<file path="src/rtl/exe_muldiv_stage_pkg.sv">
// Shared definitions for the execute-stage multiply/divide unit:
// op encodings, divider sequencing states and op-class helpers.
package exe_muldiv_stage_pkg;

    localparam int OP_W = 3;

    typedef enum logic [OP_W-1:0] {
        OP_NONE  = 3'd0,
        OP_MULT  = 3'd1,
        OP_MULTU = 3'd2,
        OP_DIV   = 3'd3,
        OP_DIVU  = 3'd4,
        OP_MTHI  = 3'd5,
        OP_MTLO  = 3'd6,
        OP_RSVD  = 3'd7
    } op_e;

    typedef enum logic [1:0] {
        DS_IDLE = 2'd0,
        DS_RUN  = 2'd1,
        DS_FIX  = 2'd2,
        DS_DONE = 2'd3
    } div_state_e;

    function automatic logic op_is_mul(input op_e op);
        return (op == OP_MULT) || (op == OP_MULTU);
    endfunction

    function automatic logic op_is_div(input op_e op);
        return (op == OP_DIV) || (op == OP_DIVU);
    endfunction

endpackage

</file>
<file path="src/rtl/exe_muldiv_stage_if.sv">
// Upstream/downstream handshake and result bus of the muldiv execute stage.
interface exe_muldiv_stage_if import exe_muldiv_stage_pkg::*; #(
    parameter int XLEN  = 32,
    parameter int TAG_W = 5
);
    logic              flush_in;
    logic              id_valid_in;
    logic              exe_allowin_out;
    logic              mem_allowin_in;
    logic              exe_valid_out;
    logic [OP_W-1:0]   id_op_in;
    logic [XLEN-1:0]   id_src0_in;
    logic [XLEN-1:0]   id_src1_in;
    logic [TAG_W-1:0]  id_tag_in;
    logic [TAG_W-1:0]  exe_tag_out;
    logic [XLEN-1:0]   exe_hi_out;
    logic [XLEN-1:0]   exe_lo_out;
    logic              exe_busy_out;
    logic              exe_divzero_out;

    modport master (
        output flush_in, id_valid_in, mem_allowin_in, id_op_in,
               id_src0_in, id_src1_in, id_tag_in,
        input  exe_allowin_out, exe_valid_out, exe_tag_out, exe_hi_out,
               exe_lo_out, exe_busy_out, exe_divzero_out
    );

    modport slave (
        input  flush_in, id_valid_in, mem_allowin_in, id_op_in,
               id_src0_in, id_src1_in, id_tag_in,
        output exe_allowin_out, exe_valid_out, exe_tag_out, exe_hi_out,
               exe_lo_out, exe_busy_out, exe_divzero_out
    );
endinterface

</file>
<file path="src/rtl/exe_muldiv_stage_div_iter.sv">
// Iterative restoring divider: XLEN quotient-bit cycles plus one sign-fixup
// cycle; result and done held until the next start or abort.
module div_iter import exe_muldiv_stage_pkg::*; #(
    parameter int XLEN = 32
) (
    input  logic            clk,
    input  logic            rst_n,
    input  logic            i_start,
    input  logic            i_abort,
    input  logic            i_signed,
    input  logic [XLEN-1:0] i_dividend,
    input  logic [XLEN-1:0] i_divisor,
    output logic            o_done,
    output logic [XLEN-1:0] o_quotient,
    output logic [XLEN-1:0] o_remainder,
    output logic            o_divzero
);
    localparam int CNT_W = $clog2(XLEN + 1);

    div_state_e       r_state, w_state_nxt;
    logic [CNT_W-1:0] r_cnt;
    logic [XLEN-1:0]  r_rem, r_quo, r_dvs;
    logic             r_neg_q, r_neg_r, r_dz;
    logic             w_a_neg, w_b_neg;
    logic [XLEN-1:0]  w_a_abs, w_b_abs;
    logic [XLEN:0]    w_rem_sh, w_diff;

    assign w_a_neg  = i_signed & i_dividend[XLEN-1];
    assign w_b_neg  = i_signed & i_divisor[XLEN-1];
    assign w_a_abs  = w_a_neg ? -i_dividend : i_dividend;
    assign w_b_abs  = w_b_neg ? -i_divisor  : i_divisor;
    // r_quo shifts dividend bits out of its top while quotient bits enter below
    assign w_rem_sh = {r_rem, r_quo[XLEN-1]};
    assign w_diff   = w_rem_sh - {1'b0, r_dvs};

    always_comb begin
        w_state_nxt = r_state;
        case (r_state)
            DS_RUN:  if (r_cnt == CNT_W'(1)) w_state_nxt = DS_FIX;
            DS_FIX:  w_state_nxt = DS_DONE;
            default: ;
        endcase
        if (i_start) w_state_nxt = DS_RUN;
        if (i_abort) w_state_nxt = DS_IDLE;
    end

    always_ff @(posedge clk or negedge rst_n) begin
        if (!rst_n) begin
            r_state <= DS_IDLE;
            r_cnt   <= '0;
        end else begin
            r_state <= w_state_nxt;
            if (i_start && !i_abort)   r_cnt <= CNT_W'(XLEN);
            else if (r_state == DS_RUN) r_cnt <= r_cnt - CNT_W'(1);
        end
    end

    always_ff @(posedge clk) begin
        if (i_start) begin
            r_rem   <= '0;
            r_quo   <= w_a_abs;
            r_dvs   <= w_b_abs;
            r_neg_q <= w_a_neg ^ w_b_neg;
            r_neg_r <= w_a_neg;
            r_dz    <= (i_divisor == '0);
        end else if (r_state == DS_RUN) begin
            r_rem <= w_diff[XLEN] ? w_rem_sh[XLEN-1:0] : w_diff[XLEN-1:0];
            r_quo <= {r_quo[XLEN-2:0], ~w_diff[XLEN]};
        end else if (r_state == DS_FIX) begin
            // a zero divisor leaves the dividend in r_rem, so only LO needs forcing
            r_quo <= r_dz ? '1 : (r_neg_q ? -r_quo : r_quo);
            r_rem <= r_neg_r ? -r_rem : r_rem;
        end
    end

    assign o_done      = (r_state == DS_DONE);
    assign o_quotient  = r_quo;
    assign o_remainder = r_rem;
    assign o_divzero   = r_dz;
endmodule

</file>
<file path="src/rtl/exe_muldiv_stage.sv">
// Execute-stage multiply/divide unit with valid/allowin handshake owning the
// architectural HI/LO pair; multiplier is an inline register chain.
module exe_muldiv_stage import exe_muldiv_stage_pkg::*; #(
    parameter int XLEN    = 32,
    parameter int MUL_LAT = 2,
    parameter int TAG_W   = 5
) (
    input  logic              clk,
    input  logic              rst_n,
    exe_muldiv_stage_if.slave bus
);
    localparam int MCNT_W = $clog2(MUL_LAT + 1);

    op_e                      r_op;
    logic                     r_valid, r_mdone;
    logic [MCNT_W-1:0]        r_mcnt;
    logic [TAG_W-1:0]         r_tag;
    logic [XLEN-1:0]          r_src0, r_src1, r_hi, r_lo;
    logic [2*XLEN-1:0]        r_mul_p [MUL_LAT];
    op_e                      w_in_op;
    logic                     w_ready, w_allowin, w_capture, w_commit, w_mul_signed;
    logic signed [2*XLEN-1:0] w_mul_a, w_mul_b, w_mul_prod;
    logic                     w_div_done, w_div_dz;
    logic [XLEN-1:0]          w_div_quo, w_div_rem;

    assign w_in_op   = op_e'(bus.id_op_in);
    assign w_ready   = op_is_mul(r_op) ? r_mdone : (op_is_div(r_op) ? w_div_done : 1'b1);
    assign w_allowin = !r_valid || (w_ready && bus.mem_allowin_in);
    assign w_capture = w_allowin && bus.id_valid_in && !bus.flush_in;
    assign w_commit  = r_valid && w_ready && bus.mem_allowin_in && !bus.flush_in;

    always_ff @(posedge clk or negedge rst_n) begin
        if (!rst_n) begin
            r_valid <= 1'b0;
            r_mdone <= 1'b0;
            r_mcnt  <= '0;
            r_op    <= OP_NONE;
            r_tag   <= '0;
        end else if (bus.flush_in) begin
            r_valid <= 1'b0;
            r_mdone <= 1'b0;
            r_mcnt  <= '0;
        end else begin
            if (w_allowin) r_valid <= bus.id_valid_in;
            if (w_capture) begin
                r_op    <= w_in_op;
                r_tag   <= bus.id_tag_in;
                r_mdone <= 1'b0;
                r_mcnt  <= op_is_mul(w_in_op) ? MCNT_W'(MUL_LAT) : '0;
            end else if (r_mcnt != '0) begin
                r_mcnt <= r_mcnt - MCNT_W'(1);
                if (r_mcnt == MCNT_W'(1)) r_mdone <= 1'b1;
            end
        end
    end

    always_ff @(posedge clk) begin
        if (w_capture) begin
            r_src0 <= bus.id_src0_in;
            r_src1 <= bus.id_src1_in;
        end
    end

    // Operands sit still until the next capture, so every chain stage settles on the product
    assign w_mul_signed = (r_op == OP_MULT);
    assign w_mul_a      = signed'({{XLEN{w_mul_signed & r_src0[XLEN-1]}}, r_src0});
    assign w_mul_b      = signed'({{XLEN{w_mul_signed & r_src1[XLEN-1]}}, r_src1});
    assign w_mul_prod   = w_mul_a * w_mul_b;

    always_ff @(posedge clk) begin
        r_mul_p[0] <= w_mul_prod;
        for (int k = 1; k < MUL_LAT; k++) r_mul_p[k] <= r_mul_p[k-1];
    end

    div_iter #(.XLEN(XLEN)) u_div (
        .clk         (clk),
        .rst_n       (rst_n),
        .i_start     (w_capture && op_is_div(w_in_op)),
        .i_abort     (bus.flush_in),
        .i_signed    (w_in_op == OP_DIV),
        .i_dividend  (bus.id_src0_in),
        .i_divisor   (bus.id_src1_in),
        .o_done      (w_div_done),
        .o_quotient  (w_div_quo),
        .o_remainder (w_div_rem),
        .o_divzero   (w_div_dz)
    );

    always_ff @(posedge clk or negedge rst_n) begin
        if (!rst_n) begin
            r_hi <= '0;
            r_lo <= '0;
        end else if (w_commit) begin
            case (r_op)
                OP_MULT, OP_MULTU: begin
                    r_hi <= r_mul_p[MUL_LAT-1][2*XLEN-1:XLEN];
                    r_lo <= r_mul_p[MUL_LAT-1][XLEN-1:0];
                end
                OP_DIV, OP_DIVU: begin
                    r_hi <= w_div_rem;
                    r_lo <= w_div_quo;
                end
                OP_MTHI: r_hi <= r_src0;
                OP_MTLO: r_lo <= r_src0;
                default: ;
            endcase
        end
    end

    assign bus.exe_allowin_out = w_allowin;
    assign bus.exe_valid_out   = r_valid && w_ready;
    assign bus.exe_tag_out     = r_tag;
    assign bus.exe_hi_out      = r_hi;
    assign bus.exe_lo_out      = r_lo;
    assign bus.exe_busy_out    = r_valid && (op_is_mul(r_op) || op_is_div(r_op)) && !w_ready;
    assign bus.exe_divzero_out = r_valid && op_is_div(r_op) && w_div_done && w_div_dz;
endmodule

</file>
<file path="src/flat_wrapper.sv">
// flat-port wrapper written by rule: the top's interface ports become plain ports
module exe_muldiv_stage_flat import exe_muldiv_stage_pkg::*;
#(
    parameter int XLEN    = 32,
    parameter int MUL_LAT = 2,
    parameter int TAG_W   = 5
)
  (clk, rst_n, bus_flush_in, bus_id_valid_in, bus_mem_allowin_in, bus_id_op_in, bus_id_src0_in, bus_id_src1_in, bus_id_tag_in, bus_exe_allowin_out, bus_exe_valid_out, bus_exe_tag_out, bus_exe_hi_out, bus_exe_lo_out, bus_exe_busy_out, bus_exe_divzero_out);
  exe_muldiv_stage_if #(.XLEN(XLEN), .TAG_W(TAG_W)) bus_i ();
  input  logic clk;
  input  logic rst_n;
  input wire logic [$bits(bus_i.flush_in)-1:0] bus_flush_in;
  input wire logic [$bits(bus_i.id_valid_in)-1:0] bus_id_valid_in;
  input wire logic [$bits(bus_i.mem_allowin_in)-1:0] bus_mem_allowin_in;
  input wire logic [$bits(bus_i.id_op_in)-1:0] bus_id_op_in;
  input wire logic [$bits(bus_i.id_src0_in)-1:0] bus_id_src0_in;
  input wire logic [$bits(bus_i.id_src1_in)-1:0] bus_id_src1_in;
  input wire logic [$bits(bus_i.id_tag_in)-1:0] bus_id_tag_in;
  output wire logic [$bits(bus_i.exe_allowin_out)-1:0] bus_exe_allowin_out;
  output wire logic [$bits(bus_i.exe_valid_out)-1:0] bus_exe_valid_out;
  output wire logic [$bits(bus_i.exe_tag_out)-1:0] bus_exe_tag_out;
  output wire logic [$bits(bus_i.exe_hi_out)-1:0] bus_exe_hi_out;
  output wire logic [$bits(bus_i.exe_lo_out)-1:0] bus_exe_lo_out;
  output wire logic [$bits(bus_i.exe_busy_out)-1:0] bus_exe_busy_out;
  output wire logic [$bits(bus_i.exe_divzero_out)-1:0] bus_exe_divzero_out;
  assign bus_i.flush_in = bus_flush_in;
  assign bus_i.id_valid_in = bus_id_valid_in;
  assign bus_i.mem_allowin_in = bus_mem_allowin_in;
  assign bus_i.id_op_in = bus_id_op_in;
  assign bus_i.id_src0_in = bus_id_src0_in;
  assign bus_i.id_src1_in = bus_id_src1_in;
  assign bus_i.id_tag_in = bus_id_tag_in;
  assign bus_exe_allowin_out = bus_i.exe_allowin_out;
  assign bus_exe_valid_out = bus_i.exe_valid_out;
  assign bus_exe_tag_out = bus_i.exe_tag_out;
  assign bus_exe_hi_out = bus_i.exe_hi_out;
  assign bus_exe_lo_out = bus_i.exe_lo_out;
  assign bus_exe_busy_out = bus_i.exe_busy_out;
  assign bus_exe_divzero_out = bus_i.exe_divzero_out;
  exe_muldiv_stage #(.XLEN(XLEN), .MUL_LAT(MUL_LAT), .TAG_W(TAG_W)) u_core (.clk(clk), .rst_n(rst_n), .bus(bus_i));
endmodule
</file>
<file path="config.mk">
export PLATFORM = sky130hd
export DESIGN_NAME = exe_muldiv_stage_flat
export DESIGN_NICKNAME = d
export VERILOG_FILES = /design/src/rtl/exe_muldiv_stage_pkg.sv /design/src/rtl/exe_muldiv_stage_if.sv /design/src/rtl/exe_muldiv_stage_div_iter.sv /design/src/rtl/exe_muldiv_stage.sv /design/src/flat_wrapper.sv
export SDC_FILE = /design/constraint.sdc
export NUM_CORES = 2
export LEC_CHECK = 0
export ABC_AREA = 1
export BUFFER_PORTS_ARGS = -buffer_cell sky130_fd_sc_hd__buf_2
export CORE_MARGIN = 2
export CORE_UTILIZATION = 60
export DETAILED_ROUTE_END_ITERATION = 12
export GPL_TIMING_DRIVEN = 1
export PLACE_DENSITY = 0.89
export SLEW_MARGIN = 10
export SYNTH_ARGS = -nofsm -noshare
export SYNTH_HDL_FRONTEND = slang
export SYNTH_SLANG_ARGS = --single-unit
</file>
<file path="constraint.sdc">
create_clock -name clk -period 7.7 [get_ports clk]
set_clock_uncertainty 0.2 [all_clocks]
set_input_delay 0.385 -clock clk [delete_from_list [all_inputs] [get_ports clk]]
set_output_delay 0.385 -clock clk [all_outputs]
set_load 0.01 [all_outputs]
</file>
# Word level (Yosys, flattened, before mapping)
# Memories as Yosys holds them, arrays and structs flattened.
# Cells that the tools add are included.
[word_totals]
mem_bits_ro = 0
register_bits = 247
n_memories = 1
inputBits = 77
out_inout_bits = 73
elab_cells = 124
ram_bits = 128
latchBits = 0
[mem_list]
columns = ["name", "depth", "word_bits", "read_ports", "rd_ports_with_merged_regs", "wr", "line_no", "rtl"]
rows = [
  ["u_core.r_mul_p", 2, 64, 2, 0, 2, "exe_muldiv_stage.sv:19", "logic [2*XLEN-1:0] r_mul_p [MUL_LAT];"],
]
[classes]
n_mux = 31
addsub = 7
bitwise = 7
order_cmp = 0
n_mul = 1
n_div = 0
shifts = 0
reduce_logical = 44
eq_ne = 16
[op_table]
columns = ["op", "n"]
rows = [
  ["2-to-1 mux 32 bit", 11],
  ["case mux 32 bit (3 select lines)", 2],
  ["negator 32 bit", 4],
  ["multiplier 33 x 33 -> 64 bit", 1],
  ["subtractor 33 x 32 -> 33 bit", 1],
  ["zero test 32 bit", 1],
  ["nonzero test 3 bit", 5],
  ["2-to-1 mux 2 bit", 7],
  ["AND reduction 2 bit", 7],
  ["logical AND 1 bit", 13],
  ["equality test 3 x 2 -> 1 bit, second input constant", 4],
  ["equality test 3 bit, second input constant", 4],
  ["2-to-1 mux 6 bit", 2],
  ["nonzero test 2 bit", 5],
  ["2-to-1 mux 1 bit", 8],
  ["nonzero test 4 bit", 2],
  ["equality test 3 x 1 -> 1 bit, second input constant", 2],
  ["equality test 6 x 1 -> 1 bit, second input constant", 1],
  ["logical OR 1 bit", 6],
  ["subtractor 6 x 1 -> 6 bit, second input constant", 1],
  ["bitwise AND 1 bit", 4],
  ["equality test 2 x 1 -> 1 bit, second input constant", 2],
  ["equality test 2 bit, second input constant", 2],
  ["inequality test 4 bit, second input constant", 1],
  ["6 further kinds", 10],
]

# Logic depth before layout (Yosys ltp)
[depth]
depth_word = 11
ltp_mapped = 34

# Cells and area by module
# Synthesis repeated with hierarchy kept, for this count alone.
[unflattened]
hier_cells = 7416
hier_area_um2 = 58698.8
[modules_own_cells]
columns = ["mod", "n_inst", "seq_area_each_um2", "area_per_inst_um2", "cells_each"]
rows = [
  ["exe_muldiv_stage", 1, 6386.1, 47900.9, 5663],
  ["div_iter", 1, 2852.7, 10797.9, 1753],
]

# Least setup slack after synthesis
# Ideal clock, no wire load.
[synth_timing]
path_kind = "flip-flop to flip-flop"
from = "register u_core.r_op[1]"
to = "memory u_core.r_mul_p[0][62] (netlist bit)"
setup_slack_ps = -197
required_time_ps = 7388
synth_period_minus_slack_ps = 7897
arrival_ps = 7585
stages_incl_launch_ff = 31
cell_sequence = "dfrtp_1 inv_1 nand2_1 nor2_1 inv_1 clkbuf_1 buf_1 nor2_1 fa_1 fa_1 fa_1 inv_1 fa_1 inv_1 fa_1 fa_1 inv_1 fa_1 inv_1 fa_1 ha_1 inv_1 o21ai_0 a21boi_0 o21ai_0 nand2_1 o211ai_1 a21oi_1 nand2_1 nand2_1 nand2_1"
[synth_rtl]
columns = ["element", "line_no", "rtl"]
rows = [
  ["start, declared", "exe_muldiv_stage.sv:14", "op_e r_op;"],
  ["start signal, assigned", "exe_muldiv_stage.sv:46", "r_op <= w_in_op;"],
  ["end, declared", "exe_muldiv_stage.sv:19", ""],
]

==> flow_summary.ini <==
[timing]
slew_headroom_pct = 27.7
grt_setup_unrepaired = yes
setup_viol = 0
worstMarginPinSlew_ns = 1.09
slew_viol_final = 0
period_needed_ns = 7.62
hold_violations = 0
max_freq_mhz = 131
setup_tns_ns = 0
finalCritPeriodShare_pct = 98.9

[drt]
drt_iter0_drc = 5968
drc = 0
final_antenna_net_count = 0
first_pass_iters = 7
wl_per_cell_um = 22.6
via_per_inst = 5.79
vias = 51753
routed_wl_um = 202000

[synthesis]
synthDominantCellAreaShare_pct = 38.5
yosysTopAreaCell = fa_1
synthesis.area_sq_um = 58600
synth-compound-area-share_pct = 6.10
ys_ff_latch = 375
avgSynthCellArea_sq_um = 8.03
synth_enable_flop_cells = 131
synth_flop_cell = dfxtp_1
ys_warn_count = 0
yosysSeqAreaShare_pct = 15.8
synth_top_family_by_area = adder cells
synth.top_cells.by_area = fa_1, inv_1, nand2_1
synth-simple-area-share_pct = 18.1
yosys-mux-area-fraction_pct = 0
ys_async_sr_fraction_pct = 22.4
synth_fa_ha_area_share_pct = 43.9
yosysUniqueCellTypes = 52
syn_inst = 7294
synth_xor_area_share_pct = 2.05
syn-num-nets = 8752

[die]
io_pins = 150
die_y_um = 316
die_w_um = 316
core_sq_um = 96700
num_rows = 114
start_util_pct = 60.6
die-area_sq_um = 100000

[global_routing]
grt.overflow.total = 0
grt_pass1_vias = 54917
grt_usage_pct = 41.0
grt_pass1_wl_um = 310000
grt_max_degree = 65
antenna_found_initial = 6

[placed_design]
dp_hpwl_um = 163000
io_buffers = 149
gp_congestion = 1.04

[run_status]
run_status = finished, final reports clean

[min_path]
hold_path.class = input pin to flip-flop
min_delay_path_depth = 3

[finish]
final_common_cell = inv_1
layout.nets = 9079
drive_gt1_share_pct = 11.4
area_growth_pct = 13.4
multi_input_area_sq_um = 42100
layout_common_cells = inv_1, nand2_1, fa_1, nor2_1, buf_4
num-fill-cells = 7164
regArea_sq_um = 9240

[worst_setup_path]
crit_required_ns = 7.98
crit_top_cell = fa_1
worstPathMaxFanout = 5
rr_worst_depth = 30
slowest_stage = fa_2
endpoint_kind = flip-flop
critPathArrivalTime_ns = 7.90
critPathLaunchType = flip-flop
crit_type = flip-flop to flip-flop
crit_path_max_incr_delay_ns = 0.64

[cts]
clk_pin_slew_worst_paths_ns = 0.07
cts_tree = done
cts_root_buf = clkbuf_16
cts.sinks = 375
clk_latency_ns = 0.60
numCtsBuffers = 39
clk_path_buf_depth = 3
htree_levels = 2

[flow_run]
drv_cap = 0
## critical path: cells and delay by family, from the launching register on
| family | cells | cell delay [ns] |
|---|---|---|
| adders and majority gates | 9 | 4.46 |
| buffers and inverters | 11 | 1.26 |
| and+or+nand+nor | 9 | 0.87 |
| DFF | 1 | 0.40 |
| AOI/OAI and AO/OA | 1 | 0.32 |
## area by class of cell
cell class                 instances  share of cell area, %
sequential                       375                   13.9
tap                             1276                   2.40
antenna                            4                 0.0151
inverter                        1869                   10.6
clock inverter                    22                  0.290
timing repair buffer             592                   7.79
multi-input combinational       4744                   63.3
clock buffer                      50                   1.71
## timing repair
item,CTS,global route
resized for setup,20,264
setup endpoints to repair,21,39
hold endpoints to repair,118,0
hold buffers,74,0
gates cloned,0,2
buffers inserted,1,15
pin swaps,2,59
## cell families (layout without fill, tap and decap cells)
logic type               count (synthesis)  after routing
other                                    0              4
flip-flops                             375            375
AND/OR/NAND/NOR                       2632           2632
XOR/XNOR                               137            137
adder cells (fa/ha/maj)               1381           1381
buffers and inverters                 2175           2533
AO/OA/AOI/OAI                          594            594
## sequential cells by signal, indices dropped and copies added (netlist names), 3 cells and up
signal and cells:
u_core.r_mul_p 128, u_core.u_div.o_quotient 32, u_core.r_src1 32, u_core.u_div.r_cnt 6, u_core.u_div.o_remainder 32, u_core.u_div.r_dvs 32, u_core.bus.exe_tag_out 5, u_core.bus.exe_hi_out 32
u_core.r_src0 32, u_core.r_op 3, u_core.bus.exe_lo_out 32
## per-stage QoR
step           util, %  hold WS (ns)  cells  cell area [sq um]  setup slack, ns
6_report          68.7        0.0417   8932              66500           0.0847
4_1_cts           67.5        0.0262   8911              65300          0.00449
5_1_grt           68.7        0.0682   8930              66400           -0.144
2_1_floorplan        -        -0.111   7294              58600           0.0130
3_3_place_gp      65.3         0.110   8764              63200          -0.0124
3_5_place_dp      65.3         0.112   8764              63200           -0.116
## metal layers
metal	global-route usage [%]	share of wire (%)	vias to the layer above
met5	0	0.022	-
li1	-	-	22127
met3	8.88	11	1001
met2	65.1	46	3529
met4	26.6	8.4	6
met1	51.0	35	25090
## synth_stat cells (all sizes together) (64+ instances only)
library cell / count
dfxtp: 160
inv: 1866
nand2: 1789
dfrtp: 84
ha: 255
o21ai: 194
nand3: 234
a31oi: 64
xor2: 91
fa: 1126
a21oi: 217
edfxtp: 131
nor2: 454
clkbuf: 265
## final timing paths
check / from / to / slack, ns
hold / removal: bus_id_op_in[1] / u_core.r_op[1] / 0.04
min in group asynchronous: rst_n / u_core.bus.exe_tag_out[4] / 0.12
max in group asynchronous: rst_n / u_core.bus.exe_hi_out[10] / 6.01
setup reg to reg: u_core.r_op[1] / u_core.r_mul_p[0][57] / 0.08
setup / recovery: u_core.r_op[1] / u_core.r_mul_p[0][57] / 0.08
hold reg to reg: u_core.r_mul_p[0][59] / u_core.r_mul_p[0][123] / 0.12
Power is not shown: default switching activity piles up to over one toggle a cycle in this logic, so the estimate is an artifact.
